--- src/rtl/game_pixel_gen.sv ---
// Single-player paddle/ball game: frame-tick game state machine plus
// a registered pixel colour generator driven by the sync generator's raster.
module game_pixel_gen (
    input  logic        clkP,
    input  logic        reset,
    input  logic        video,
    input  logic [10:0] pixelX,
    input  logic [9:0]  pixelY,
    input  logic        btnUp,
    input  logic        btnDown,
    output logic [2:0]  rgb,
    output logic [7:0]  score,
    output logic [1:0]  lives
);

    typedef enum logic [1:0] {
        S_IDLE = 2'd0,
        S_PLAY = 2'd1,
        S_MISS = 2'd2,
        S_OVER = 2'd3
    } state_t;

    localparam logic [9:0] PAD_MAX  = 10'd408;
    localparam logic [9:0] PAD_STEP = 10'd4;
    localparam logic [9:0] BALL_X0  = 10'd316;
    localparam logic [9:0] BALL_Y0  = 10'd236;
    localparam logic [9:0] BALL_SPD = 10'd2;
    localparam logic [5:0] MISS_END = 6'd59;

    state_t      r_state;
    logic        r_tick;
    logic [9:0]  r_paddleY;
    logic [9:0]  r_ballX;
    logic [9:0]  r_ballY;
    logic        r_dx;
    logic        r_dy;
    logic [7:0]  r_score;
    logic [1:0]  r_lives;
    logic [5:0]  r_cnt;
    logic [2:0]  r_rgb;

    logic        w_hit;
    logic        w_miss;
    logic        w_dx_n;
    logic        w_dy_n;
    logic [9:0]  w_ballX_n;
    logic [9:0]  w_ballY_n;
    logic [9:0]  w_paddle_n;
    logic [10:0] w_relX;
    logic [9:0]  w_relY;
    logic        w_ball_px;
    logic        w_pad_px;
    logic        w_wall_px;
    logic [2:0]  w_rgb_n;

    // Hit window is tested at 11 bits so paddleY+71 cannot wrap.
    assign w_hit = !r_dx
                && (r_ballX >= 10'd34) && (r_ballX <= 10'd37)
                && ({1'b0, r_ballY} + 11'd7 >= {1'b0, r_paddleY})
                && ({1'b0, r_ballY} <= {1'b0, r_paddleY} + 11'd71);
    assign w_miss = !r_dx && (r_ballX <= 10'd1) && !w_hit;

    always_comb begin
        w_dx_n = r_dx;
        if (w_hit)
            w_dx_n = 1'b1;
        else if (r_dx && r_ballX >= 10'd630)
            w_dx_n = 1'b0;
    end

    always_comb begin
        w_dy_n = r_dy;
        if (!r_dy && r_ballY <= 10'd1)
            w_dy_n = 1'b1;
        else if (r_dy && r_ballY >= 10'd470)
            w_dy_n = 1'b0;
    end

    assign w_ballX_n = w_dx_n ? r_ballX + BALL_SPD : r_ballX - BALL_SPD;
    assign w_ballY_n = w_dy_n ? r_ballY + BALL_SPD : r_ballY - BALL_SPD;

    always_comb begin
        w_paddle_n = r_paddleY;
        if (btnUp && !btnDown)
            w_paddle_n = (r_paddleY < PAD_STEP) ? 10'd0 : r_paddleY - PAD_STEP;
        else if (btnDown && !btnUp)
            w_paddle_n = (r_paddleY > PAD_MAX - PAD_STEP) ? PAD_MAX
                                                          : r_paddleY + PAD_STEP;
    end

    always_ff @(posedge clkP) begin
        if (reset) begin
            r_state   <= S_IDLE;
            r_tick    <= 1'b0;
            r_paddleY <= 10'd204;
            r_ballX   <= BALL_X0;
            r_ballY   <= BALL_Y0;
            r_dx      <= 1'b1;
            r_dy      <= 1'b1;
            r_score   <= 8'd0;
            r_lives   <= 2'd3;
            r_cnt     <= 6'd0;
        end else begin
            r_tick <= (pixelX == 11'd0) && (pixelY == 10'd480);
            if (r_tick) begin
                unique case (r_state)
                    S_IDLE: begin
                        r_paddleY <= w_paddle_n;
                        if (btnUp || btnDown)
                            r_state <= S_PLAY;
                    end
                    S_PLAY: begin
                        r_paddleY <= w_paddle_n;
                        if (w_miss) begin
                            r_lives <= r_lives - 2'd1;
                            if (r_lives == 2'd1) begin
                                r_state <= S_OVER;
                            end else begin
                                r_state <= S_MISS;
                                r_ballX <= BALL_X0;
                                r_ballY <= BALL_Y0;
                                r_dx    <= 1'b1;
                                r_dy    <= 1'b1;
                                r_cnt   <= 6'd0;
                            end
                        end else begin
                            r_dx    <= w_dx_n;
                            r_dy    <= w_dy_n;
                            r_ballX <= w_ballX_n;
                            r_ballY <= w_ballY_n;
                            if (w_hit)
                                r_score <= r_score + 8'd1;
                        end
                    end
                    S_MISS: begin
                        r_paddleY <= w_paddle_n;
                        r_cnt     <= r_cnt + 6'd1;
                        if (r_cnt == MISS_END)
                            r_state <= S_PLAY;
                    end
                    S_OVER: begin
                        if (btnUp && btnDown) begin
                            r_state <= S_IDLE;
                            r_lives <= 2'd3;
                            r_score <= 8'd0;
                            r_ballX <= BALL_X0;
                            r_ballY <= BALL_Y0;
                            r_dx    <= 1'b1;
                            r_dy    <= 1'b1;
                        end
                    end
                endcase
            end
        end
    end

    // Unsigned wrap of the offsets turns pixels left/above the ball into large values.
    assign w_relX    = pixelX - {1'b0, r_ballX};
    assign w_relY    = pixelY - r_ballY;
    assign w_ball_px = (w_relX < 11'd8) && (w_relY < 10'd8);
    assign w_pad_px  = (pixelX >= 11'd32) && (pixelX <= 11'd35)
                    && (pixelY >= r_paddleY)
                    && ({1'b0, pixelY} <= {1'b0, r_paddleY} + 11'd71);
    assign w_wall_px = (pixelX == 11'd638) || (pixelX == 11'd639);

    always_comb begin
        w_rgb_n = 3'b000;
        if (w_ball_px)
            w_rgb_n = 3'b100;
        else if (w_pad_px)
            w_rgb_n = 3'b010;
        else if (w_wall_px)
            w_rgb_n = 3'b111;
    end

    always_ff @(posedge clkP) begin
        if (reset)
            r_rgb <= 3'b000;
        else
            r_rgb <= video ? w_rgb_n : 3'b000;
    end

    assign rgb   = r_rgb;
    assign score = r_score;
    assign lives = r_lives;

endmodule

--- config.mk ---
export PLATFORM = sky130hd
export DESIGN_NAME = game_pixel_gen
export DESIGN_NICKNAME = d
export VERILOG_FILES = /design/src/rtl/game_pixel_gen.sv
export SDC_FILE = /design/constraint.sdc
export NUM_CORES = 1
export LEC_CHECK = 0
export BUFFER_PORTS_ARGS = -buffer_cell sky130_fd_sc_hd__buf_4
export CAP_MARGIN = 5
export CORE_UTILIZATION = 30
export DETAILED_ROUTE_END_ITERATION = 16
export HOLD_SLACK_MARGIN = 0.1
export PLACE_DENSITY = 0.45
export SETUP_SLACK_MARGIN = 0.4
export SLEW_MARGIN = 20
export SYNTH_ARGS = -nofsm -noshare
export SYNTH_HDL_FRONTEND = slang
export SYNTH_SLANG_ARGS = --single-unit
export TNS_END_PERCENT = 100
--- constraint.sdc ---
create_clock -name clkP -period 5.51 [get_ports clkP]
set_input_delay 0.551 -clock clkP [delete_from_list [all_inputs] [get_ports clkP]]
set_output_delay 0.551 -clock clkP [all_outputs]
set_load 0.03 [all_outputs]
* Yosys cells after proc, flatten, opt, wreduce, memory -nomap -nowiden
Cells that the tools add are included.
** Storage, ports and cells
- RAM bits :: 0
- Memories kept :: 0
- ROM bits :: 0
- Flip-flop bits (word level) :: 54
- Output and inout port bits :: 13
- Bits in latches :: 0
** Operators by class
- Muxes and demuxes :: 43
- $add $sub $neg :: 13
- $mul :: 0
- Bitwise gates (word level) :: 1
- Divide/modulo/power cells :: 0
- Shift operators :: 0
- Reduce and logical (&&, ||, !) cells :: 39
- Equality and inequality tests :: 16
- $lt $le $gt $ge :: 16
** Operators by type and width (number)
- two-way mux 10 bit :: 12
- one-hot mux 10 bit (2 select lines) :: 2
- two-way mux 8 bit :: 3
- == test 11 x 10 -> 1 bit (second input constant) :: 2
- less-or-equal comparator 10 x 11 -> 1 bit :: 2
- adder 10 x 2 -> 10 bit (second input constant) :: 2
- less-or-equal comparator 10 x 1 -> 1 bit (second input constant) :: 2
- subtractor 10 x 2 -> 10 bit (second input constant) :: 2
- logical AND 1 bit :: 17
- one-hot mux 8 bit (2 select lines) :: 1
- != test 2 bit (second input constant) :: 7
- two-way mux 2 bit :: 6
- two-way mux 6 bit :: 2
- one-hot mux 6 bit (2 select lines) :: 1
- AND reduction 4 bit :: 3
- adder 10 x 3 -> 11 bit (second input constant) :: 1
- adder 10 x 7 -> 11 bit (second input constant) :: 1
- >= comparator 11 x 10 -> 1 bit :: 1
- >= comparator 11 x 6 -> 1 bit (second input constant) :: 1
- less-or-equal comparator 11 x 6 -> 1 bit (second input constant) :: 1
- zero test 11 bit :: 1
- less-than comparator 11 x 4 -> 1 bit (second input constant) :: 1
- subtractor 11 x 10 -> 11 bit :: 1
- adder 10 x 3 -> 10 bit (second input constant) :: 1
- other kinds (33) :: 55

* Longest topological paths before layout
Gate-level depths: netlist (run 1).
- Word-level depth :: 9
- Depth in mapped cells :: 22
- Mapped depth without buffers :: 21

* Worst setup path after synthesis (run 1)
OpenSTA, ideal clock, no wires.
- Kind :: flip-flop to flip-flop
- Start point :: register r_paddleY[2]
- End point :: register r_ballX[9]
- Stages on the path, launching flop included :: 20
- Required time :: 5.436 ns
- Data arrival time :: 4.225 ns
- Path slack :: 1.210 ns
- Cells stage by stage :: dfxtp_1 -> ha_1 -> xnor2_1 -> ha_1 -> a21oi_1 -> nand2_1 -> maj3_1 -> a221oi_4 -> o21ai_1 -> nand2_1 -> inv_1 -> ha_1 -> nor2b_1 -> o2111ai_1 -> nand4b_1 -> a21o_1 -> a21o_1 -> and3_1 -> or4_1 -> a31oi_1
** On the way
- Cells in the longest elaborated chain, start to end :: 7
- Elaborated cells on any way between the ends :: 13
- Those cells by class :: 1 x add/sub; 2 x order compare; 1 x eq/ne; 4 x mux; 5 x reduce/logical
** Ends and longest elaborated chain
- start: declaration :: RTL line 32 : logic [9:0] r_paddleY;
- start signal: assignment :: RTL line 108 : r_paddleY <= w_paddle_n;
- start signal: assignment :: RTL line 113 : r_paddleY <= w_paddle_n;
- start signal: assignment :: RTL line 136 : r_paddleY <= w_paddle_n;
- adder 10 x 7 -> 11 bit or >= comparator 11 x 10 -> 1 bit (tied branches) :: RTL line 60, 59
- less-or-equal comparator 10 x 11 -> 1 bit or logical AND 1 bit (tied branches) :: RTL line 60, 59
- logical AND 1 bit (*) :: RTL line 60 : && ({1'b0, r_ballY} <= {1'b0, r_paddleY} + 11'd71);
- two-way mux 1 bit or zero test 1 bit (tied branches) :: RTL line 65, 61
- two-way mux 10 bit or logical AND 1 bit (tied branches) :: RTL line 79, 61
- two-way mux 10 bit or != test 3 bit (tied branches)
- one-hot mux 10 bit (2 select lines) or AND reduction 4 bit (tied branches)
- end signal: assignment :: RTL line 129 : r_ballX <= w_ballX_n;
- end: declaration :: RTL line 33 : logic [9:0] r_ballX;
Every way passes the cells marked *; elsewhere a longest branch is shown, timed or not.
A chain may end at the register's enable or synchronous reset.

* Worst setup path in the final report (run 1)
- Start point :: register r_paddleY[4]
- End point :: register r_ballX[9]
Same word-level chain as after synthesis.

==> reports/results.txt, run 1 <==
Status - finished, final reports clean
Hold Vio Cnt, Final - 0
WP data arrival - 4.91 ns
Via density - 5.21
Mapped Area - 4800 µm²
Fin util - 35.3%
CTS tree - built
Clock buffer depth - 2
Final ANT Viol Nets - 0
Crit. End Element - flop
Remaining global-route overflow - 0
Total Routed Length - 13.8 mm
Top post-synthesis cells by area - dfxtp_1, ha_1, xnor2_1
Most used DFF post-synth - dfxtp_1
Startpoint types - flop
Delay-heaviest family, CP - simple AND/OR/NAND/NOR gates
Width of the die - 129 µm
Ant diodes - 0
Worst hold margin - 0.489 ns
Synth warnings - 0
Sequential fraction of the synthesis area - 20.8%
Std-Cell Rows - 45
Maximum vdd drop - 0.104 mV
Placer Congestion - 0.831
Via count - 4446
Clock latency on the worst-skew pair - 0.31 ns
Worst rel slew slack - 44.6%
Post-synth EDFFs - 0
Vias in the first global route - 4465
Gr usage total - 17.8%
# fillers - 1663
Flops & latches, synth - 50
Unique masters post-synth - 68
Syn Area/Cell - 7.77 µm²
Initial antenna violation count - 0
Post-synth top area cell - dfxtp_1
Area grow syn2layout - 13.4%
Final setup violation count - 0
Worst slew pin tran - 0.822 ns
Total setup buffers inserted after CTS - 0
DRT Pass-1 Iters - 4
Core area - 15400 µm²
Fin crit period - 4.68 ns
Post-cts resize count - 0
Ports - 39
RSZ-0062 raised after global routing - false
Buffers and inverters on the worst path - 2
Initial Util - 31.1%
Syn nets - 717
Final Max Tran Viols - 0
HPWL after detailed placement - 10.8 mm
Pwr Density - 146 nW/µm²
Clock Pin Slew Worst Setup and Hold Paths - 0.08 ns
Initial detailed-routing violation count - 190
WS Path Type - flop to flop
Leak Pwr - 0.00221 µW
Worst Hold Class - flop to flop
Residual DRC - 0
CP cell instances - inv_1, nor4_2, nor2_1, xnor2_1, ha_1, nor2_1, o211ai_1, o2111ai_1, o21ai_1, nand2_1, inv_2, ha_1, nor2b_1, o2111ai_1, nand4b_1, a21o_1, a21o_1, and3_1, or4_1, a31oi_1
Fmax - 214 MHz
Num CTS Buffers - 5
Hold_buf cts - 0
Max-Cap Viols - 0
First-pass GRT wire length - 23.0 mm
Max H-tree Level - 2
Root Buffer - clkbuf_16
Slowest CP cell - dfxtp_1
Share of cells above drive strength 1 - 10.9%
Skew final - 0.00995 ns
Clock sinks - 50
Largest net degree at the start of global routing - 30
Die area - 16500 µm²
Synthesized instance count - 618
Final worst path period share - 84.9%
Asr flop ratio synth - 0%
Required time of the critical path - 5.74 ns
Post-DR wirelength/cell - 16.1 µm
Layout Nets - 740
Critical path fanouts, max - 8
Top cell type's share of synthesized area - 20.8%
Setup TNS - 0 ns
IO Port Bufs - 38
Die Height - 129 µm
Crit path largest cell delay - 0.56 ns
-- report_power, final --
| group | internal, µW | switching (µW) |
|---|---|---|
| Combinational | 38.0 | 49.3 |
| Sequential | 362 | 0.847 |
| Clock | 175 | 168 |
-- layout make-up --
cell class                      instances  area (µm²)  area share (%)
Multi-Input combinational cell        499        3560            65.3
Sequential cell                        50        1000            18.5
Clock buffer                            5         125            2.30
Timing Repair Buffer                   39         293            5.38
Tap cell                              211         264            4.85
Clock inverter                          3        28.8           0.528
Inverter                               46         173            3.17
-- cells in the mapped netlist, drive strengths merged (3+ instances only) --
master   number
ha           71
nor2         52
dfxtp        50
nand2        47
inv          45
a21oi        44
o21ai        39
xnor2        33
nand3        24
nor3         23
clkbuf       18
nand2b       12
nand4        11
o22ai        11
or3          10
nor2b         9
xor2          9
a211oi        7
a31oi         7
a21o          6
and3          5
buf           5
nor4          5
o211ai        5
o21a          5
a2111oi       4
a22oi         4
o2111ai       4
o31ai         4
and2          3
mux2i         3
nand4b        3
nor3b         3
or4           3
-- metal layers --
metal / track usage [%] / share of wire (%) / up-vias
li1: - / - / 2292
met1: 23.9 / 48 / 2075
met2: 29.5 / 47 / 60
met3: 1.95 / 3.0 / 19
met4: 6.51 / 1.8 / 0
met5: 0 / 0 / -
-- through the flow --
stage / std cells / area [µm²] / setup slack, ns / total power [µW]
floorplan: 618 / 4800 / 1.21 / 421
global placement: 845 / 5270 / 0.677 / 457
detailed placement: 845 / 5270 / 0.589 / 459
CTS: 853 / 5420 / 0.545 / 810
global route: 853 / 5450 / 0.423 / 832
finish: 853 / 5450 / 0.830 / 793
-- sequential cells by signal, summed over array words and instances (netlist names) --
| name | flops |
|---|---|
| lives | 2 |
| r_ballX | 9 |
| r_ballY | 9 |
| r_cnt | 6 |
| r_dx | 1 |
| r_dy | 1 |
| r_paddleY | 8 |
| r_state | 2 |
| r_tick | 1 |
| rgb | 3 |
| score | 8 |
-- worst min-delay path, cell delays in order, from the launching register on --
cell,delay (ns)
dfxtp_1,0.33
nand2_1,0.06
a21oi_1,0.05
-- cell usage in the layout (no fill, tap or decap), drive strengths merged, types with 3 or more instances in the layout --
| cell type | netlist | final |
|---|---|---|
| nand4 | 11 | 11 |
| and2 | 3 | 3 |
| a21oi | 44 | 44 |
| and3 | 5 | 5 |
| a21o | 6 | 6 |
| o211ai | 5 | 5 |
| o21a | 5 | 5 |
| xor2 | 9 | 9 |
| a31oi | 7 | 7 |
| nor2b | 9 | 9 |
| mux2i | 3 | 3 |
| a211oi | 7 | 7 |
| nor3 | 23 | 23 |
| o22ai | 11 | 11 |
| nand4b | 3 | 3 |
| o2111ai | 4 | 4 |
| a22oi | 4 | 4 |
| o21ai | 39 | 39 |
| nand3 | 24 | 24 |
| nor4 | 5 | 5 |
| dfxtp | 50 | 50 |
| inv | 45 | 47 |
| nand2 | 47 | 47 |
| xnor2 | 33 | 33 |
| clkbuf | 18 | 5 |
| a2111oi | 4 | 4 |
| ha | 71 | 71 |
| nor3b | 3 | 3 |
| buf | 5 | 39 |
| nor2 | 52 | 52 |
| or4 | 3 | 3 |
| or3 | 10 | 10 |
| o31ai | 4 | 4 |
| nand2b | 12 | 12 |
-- cell families after synthesis --
group | count (synthesis) | share of synthesized area, %
buffers and inverters | 69 | 5.52
muxes | 3 | 0.625
adders and majority gates | 74 | 19.5
and+or+nand+nor | 217 | 22.7
DFF | 50 | 20.8
AOI/OAI and AO/OA | 163 | 23.0
xor gates and xnor gates | 42 | 7.81
-- worst paths after layout --
check                                  from                 endpoint  slack, ns  cells past startpoint
setup / recovery  r_paddleY[4]$_SDFFE_PP0P_  r_ballX[9]$_SDFFE_PP0P_       0.83                     20
hold / removal        r_cnt[1]$_SDFFE_PP0P_    r_cnt[1]$_SDFFE_PP0P_       0.49                      2
setup reg to reg  r_paddleY[4]$_SDFFE_PP0P_  r_ballX[9]$_SDFFE_PP0P_       0.83                     20
hold reg to reg       r_cnt[1]$_SDFFE_PP0P_    r_cnt[1]$_SDFFE_PP0P_       0.49                      2
No activity file was read; power rests on OpenSTA's default activity.
==> inputs of run 2 (changes only) <==
PLACE_DENSITY = 0.46   (was 0.45)
clock period = 4.2 ns   (was 5.51 ns; I/O delays follow)
==> run 2 against run 1 <==
  * Critical path type unchanged
  * Clock skew about the same
  * Die area unchanged
  * Sequential share of layout area fell by 1.9 points
  * Fmax increased by 18%
  * Flip-flop and latch count unchanged
  * Sequential power grew 30%
  * Utilization grew 5.0 points
  * Routed wire length grew 8.2%
  * Largest power group is now clock
  * Combinational power is 29% higher
==> reports/results.txt, run 2 (synthesis results as in run 1) <==
Status - finished, final reports clean
Area grow syn2layout - 29.5%
Leak Pwr - 0.00252 µW
Core area - 15400 µm²
Skew final - 0.0101 ns
Worst Hold Class - primary input to flop
Final worst path period share - 94.2%
Remaining global-route overflow - 0
Vias in the first global route - 4506
Startpoint types - flop
Share of cells above drive strength 1 - 24.4%
Crit. End Element - flop
Total Routed Length - 14.9 mm
Clock sinks - 50
Num CTS Buffers - 5
Worst slew pin tran - 0.834 ns
Gr usage total - 18.3%
Fin crit period - 3.96 ns
R2r endpoint - r_ballX[9]$_SDFFE_PP0P_
Die area - 16500 µm²
Most frequent cells in the layout - buf_4, ha_1, nor2_1
Via density - 5.18
Via count - 4707
Initial antenna violation count - 0
RSZ-0062 raised after global routing - true
Multi-input logic area - 3820 µm²
WP data arrival - 4.19 ns
Width of the die - 129 µm
Critical path fanouts, max - 6
Root Buffer - clkbuf_16
Residual DRC - 0
Clock latency on the worst-skew pair - 0.31 ns
Commonest non-fill, non-tap cell in the layout - buf_4
Clock Pin Slew Worst Setup and Hold Paths - 0.08 ns
Initial detailed-routing violation count - 269
CP endpoint - r_ballX[9]$_SDFFE_PP0P_
DRT Pass-1 Iters - 4
Setup TNS - 0 ns
HPWL after detailed placement - 11.3 mm
Hold Vio Cnt, Final - 0
Max H-tree Level - 2
# fillers - 1587
Final ANT Viol Nets - 0
Ant diodes - 0
R2r setup slk - 0.24 ns
Clock buffer depth - 2
Critical Path Source - r_ballY[2]$_SDFFE_PP1P_
IO Port Bufs - 38
WS Path Type - flop to flop
Storage cell area - 1030 µm²
Placer Congestion - 0.832
Fmax - 253 MHz
Required time of the critical path - 4.43 ns
Reg-to-Reg Start - r_ballY[2]$_SDFFE_PP1P_
Std-Cell Rows - 45
Ports - 39
Final Max Tran Viols - 0
Regs by FF count - r_ballX x9, r_ballY x9
Final setup violation count - 0
Largest net degree at the start of global routing - 30
CTS tree - built
Final Cell Area - 6220 µm²
R2R depth - 21
Worst rel slew slack - 43.8%
Pwr Density - 175 nW/µm²
Placed Area - 5550 µm²
Maximum vdd drop - 0.163 mV
First-pass GRT wire length - 23.6 mm
Layout Nets - 795
Initial Util - 31.1%
Die Height - 129 µm
Post-DR wirelength/cell - 16.4 µm
Max-Cap Viols - 0
[run 2: cell types whose count changed in the layout (fill, tap and decap cells not counted), moves of 4 or more]
cell / before / now
buf_4: 39 / 88
buf_6: 0 / 5
dfxtp_1: 47 / 38
dfxtp_4: 0 / 6
ha_1: 71 / 62
ha_4: 0 / 8
inv_1: 40 / 34
nor3_1: 23 / 19
[run 2: metrics by stage]
step / power [µW] / setup WS, ns / util (%) / instances / hold slack (ns)
after detailed placement: 599 / 0.0644 / 36.0 / 869 / 0.480
after floorplan: 551 / 0.365 / - / 618 / 0.449
after CTS: 1110 / 0.276 / 38.8 / 895 / 0.413
after global placement: 597 / 0.161 / 36.0 / 869 / 0.465
after global routing: 1130 / 0.0344 / 40.3 / 908 / 0.442
final: 1090 / 0.245 / 40.3 / 908 / 0.429
[run 2: repair_timing]
item,4_1_cts,5_1_grt
gates resized for setup,27,28
hold buffers,0,0
endpoints found under the setup margin,2,4
pin swaps,11,11
buffers inserted,18,13
cloned,0,0
[run 2: metal layers]
| layer | GRT usage, % | up-vias | share of wire, % |
|---|---|---|---|
| met5 | 0 | - | 0 |
| met4 | 3.94 | 0 | 1.3 |
| met3 | 2.62 | 14 | 2.6 |
| met2 | 31.3 | 55 | 48 |
| met1 | 24.3 | 2230 | 48 |
| li1 | - | 2408 | - |
[run 2: worst min-delay path by stage]
stage	from	end	cells after the start	slack (ns)
final	video	rgb[2]$_SDFF_PP0_	3	0.43
after global routing	video	rgb[0]$_SDFF_PP0_	3	0.44
after CTS	video	rgb[2]$_SDFF_PP0_	3	0.41
after detailed placement	r_cnt[1]$_SDFFE_PP0P_	r_cnt[1]$_SDFFE_PP0P_	2	0.48
after global placement	r_cnt[1]$_SDFFE_PP0P_	r_cnt[1]$_SDFFE_PP0P_	2	0.47
after floorplan	r_cnt[1]$_SDFFE_PP0P_	r_cnt[1]$_SDFFE_PP0P_	2	0.45
[run 2: power by group]
group / switching, µW / internal, µW
combinational: 63.9 / 49.4
sequential: 1.18 / 470
clock: 218 / 286
total: 283 / 806
[run 2: critical path, cell delays in order (launching register included)]
cell and delay (ns):
dfxtp_4 0.41, inv_6 0.06, ha_4 0.16, nor3_4 0.12, xnor2_1 0.08, ha_1 0.32
nand4_1 0.12, nor2_1 0.17, o31ai_2 0.10, a221oi_2 0.28, o21ai_2 0.14, nand2_2 0.13
inv_4 0.07, ha_4 0.22, nor2b_4 0.13, o2111ai_2 0.15, nand4b_1 0.13, a21o_1 0.19
a21o_1 0.19, and3_1 0.19, or4_1 0.39, a31oi_1 0.13
[run 2: area by class of cell]
type	instances	share of cell area, %
clock buffers	5	2.01
clock inverters	3	0.785
inverters	46	3.14
multi-input cells	499	61.4
flip-flops and latches	50	16.6
well taps	211	4.25
repair buffers	94	11.9
==> inputs of run 3 (changes only) <==
ABC_AREA = 1   (was unset)
BUFFER_PORTS_ARGS = -buffer_cell sky130_fd_sc_hd__buf_2   (was -buffer_cell sky130_fd_sc_hd__buf_4)
TNS_END_PERCENT = 20   (was 100)
==> run 3 against run 2 <==
  * Clock-buffer cell count unchanged
  * Synthesized area grew 6.6%
  * Routed wire length down 2.6%
  * Flip-flop and latch count is the same
  * Non-clock buffer count is 52 lower
==> reports/results.txt, run 3 <==
Via density - 4.83
Residual DRC - 0
Initial detailed-routing violation count - 203
Root Buffer - clkbuf_16
RSZ-0062 raised after global routing - false
Synth warnings - 0
Hold_buf cts - 0
Final worst path period share - 82.8%
Post-synth EDFFs - 0
Fmax - 288 MHz
Final ANT Viol Nets - 0
Final Max Tran Viols - 0
HPWL after detailed placement - 11.6 mm
Vias in the first global route - 4691
Commonest non-fill, non-tap cell in the layout - nand2_1
CTS tree - built
First-pass GRT wire length - 24.3 mm
R2r setup slk - 0.72 ns
WL met3 - 272 µm
Hold Vio Cnt, Final - 0
Post-synth top area cell - dfxtp_1
Asr flop ratio synth - 0%
Multi-input logic area - 3690 µm²
Setup TNS - 0 ns
Critical path fanouts, max - 7
Layout Nets - 907
Final setup violation count - 0
Placed insts - 1021
Max-Cap Viols - 0
Initial Util - 30.8%
Top cell type's share of synthesized area - 19.5%
IO Port Bufs - 38
Mapped Area - 5120 µm²
Area grow syn2layout - 13.9%
Ant diodes - 0
Regs by FF count - r_ballX x9, r_ballY x9
Clock sinks - 50
Pwr Density - 188 nW/µm²
Width of the die - 133 µm
Detail Route met2 WL - 6.90 mm
Final Cell Area - 5830 µm²
Hold depth - 3
Gr usage total - 17.3%
# fillers - 1824
Reg-to-Reg Start - r_ballY[1]$_SDFFE_PP0P_
Ports - 39
Skew final - 0.00763 ns
Flops & latches, synth - 50
Core area - 16600 µm²
Placed Area - 5580 µm²
WS Path Type - flop to flop
Synthesized instance count - 767
Unique masters post-synth - 47
Min-Delay Endpoint - rgb[2]$_SDFF_PP0_
Die area - 17600 µm²
Critical Path Source - r_ballY[1]$_SDFFE_PP0P_
Syn Area/Cell - 6.68 µm²
Worst rel slew slack - 48.9%
Initial antenna violation count - 0
Fin crit period - 3.48 ns
Clock Pin Slew Worst Setup and Hold Paths - 0.08 ns
Wl on met1 - 7.15 mm
Required time of the critical path - 4.40 ns
Clock buffer depth - 2
DRT Pass-1 Iters - 4
Most frequent cells after synthesis - nand2_1, inv_1, ha_1
Worst Hold Class - primary input to flop
Storage cell area - 1020 µm²
WP data arrival - 3.68 ns
Sequential fraction of the synthesis area - 19.5%
Worst slew pin tran - 0.762 ns
Placer Congestion - 0.843
Most frequent cells in the layout - nand2_1, inv_1, ha_1
Num CTS Buffers - 5
Remaining global-route overflow - 0
Clock latency on the worst-skew pair - 0.31 ns
Share of cells above drive strength 1 - 12.2%
R2R depth - 24
Most frequent cell after synthesis - nand2_1
Via count - 4967
Max H-tree Level - 2
Post-DR wirelength/cell - 14.1 µm
Maximum vdd drop - 0.138 mV
Crit. End Element - flop
Syn nets - 866
Max layer used - met4
Non-filler cells, final - 1029
Startpoint types - flop
Die Height - 133 µm
Hold Startpoint - video
Most used DFF post-synth - dfxtp_1
Status - finished, final reports clean
Pwr Total - 1100 µW
Leak Pwr - 0.00281 µW
R2r endpoint - r_ballX[8]$_SDFFE_PP1P_
Total Routed Length - 14.5 mm
Largest net degree at the start of global routing - 26
Top post-synthesis cells by area - dfxtp_1, ha_1, nand2_1
Std-Cell Rows - 47
==> run 3: routing by layer <==
layer	up-vias	GRT usage, %
met5	-	0
met4	0	4.79
met3	10	1.92
met2	52	29.8
met1	2245	22.7
li1	2660	-
==> run 3: cells by family after synthesis <==
kind of cell / after synthesis / share of synthesized area (%)
adders and majority gates: 73 / 18.1
DFF: 50 / 19.5
AOI/OAI and AO/OA: 145 / 16.4
xor gates and xnor gates: 38 / 6.50
and+or+nand+nor: 333 / 29.8
buffers and inverters: 128 / 9.58
==> run 3: how the worst max path moves through the flow <==
| stage | to | slack [ns] | depth (start not counted) |
|---|---|---|---|
| after floorplan | r_ballX[7]$_SDFFE_PP0P_ | 0.76 | 21 |
| after global placement | r_ballX[7]$_SDFFE_PP0P_ | 0.35 | 21 |
| after detailed placement | r_ballX[7]$_SDFFE_PP0P_ | 0.30 | 20 |
| after CTS | r_ballX[8]$_SDFFE_PP1P_ | 0.41 | 28 |
| after global routing | r_ballX[8]$_SDFFE_PP1P_ | 0.41 | 28 |
| final | r_ballX[8]$_SDFFE_PP1P_ | 0.72 | 24 |
==> run 3: power by group <==
| part | switching (µW) | internal (µW) |
|---|---|---|
| registers | 0.00241 | 472 |
| logic | 76.0 | 44.6 |
| clock network | 220 | 286 |
==> run 3: per-stage QoR <==
step | hold slack (ns) | setup WS [ns] | util, %
after floorplan | 0.456 | 0.756 | -
after global placement | 0.478 | 0.348 | 33.5
after detailed placement | 0.481 | 0.296 | 33.5
after CTS | 0.384 | 0.409 | 34.6
after global routing | 0.417 | 0.409 | 35.1
final | 0.390 | 0.723 | 35.1
==> run 3: cell type report <==
class	instances	area share (%)
clock buffer	5	2.15
clock inverter	3	0.837
inverter	120	7.76
sequential	50	17.4
timing repair buffer	42	3.78
tap	220	4.72
multi-input combinational	589	63.3
==> run 3: repair_timing <==
| item | in CTS | in global routing |
|---|---|---|
| setup endpoints to repair | 3 | 6 |
| pin swaps | 0 | 0 |
| gates resized for setup | 5 | 20 |
| buffers inserted | 0 | 0 |
==> run 3: critical path, cell delays in order, from the launching register on <==
cell and delay (ns):
dfxtp_1 0.37, inv_2 0.10, ha_1 0.23, nor4_2 0.30
xor2_1 0.10, ha_1 0.31, nand4_1 0.11, nand3b_1 0.18
nand2_1 0.10, nand3_4 0.12, nand2_4 0.11, inv_4 0.07
ha_4 0.28, nand3_1 0.08, nand2_1 0.10, a21o_1 0.12
nand2_1 0.08, a21oi_2 0.15, nor2_1 0.05, nor2_1 0.12
nor2_1 0.05, nand2_1 0.05, nand3_1 0.07, nand2_1 0.07
nand2_1 0.05
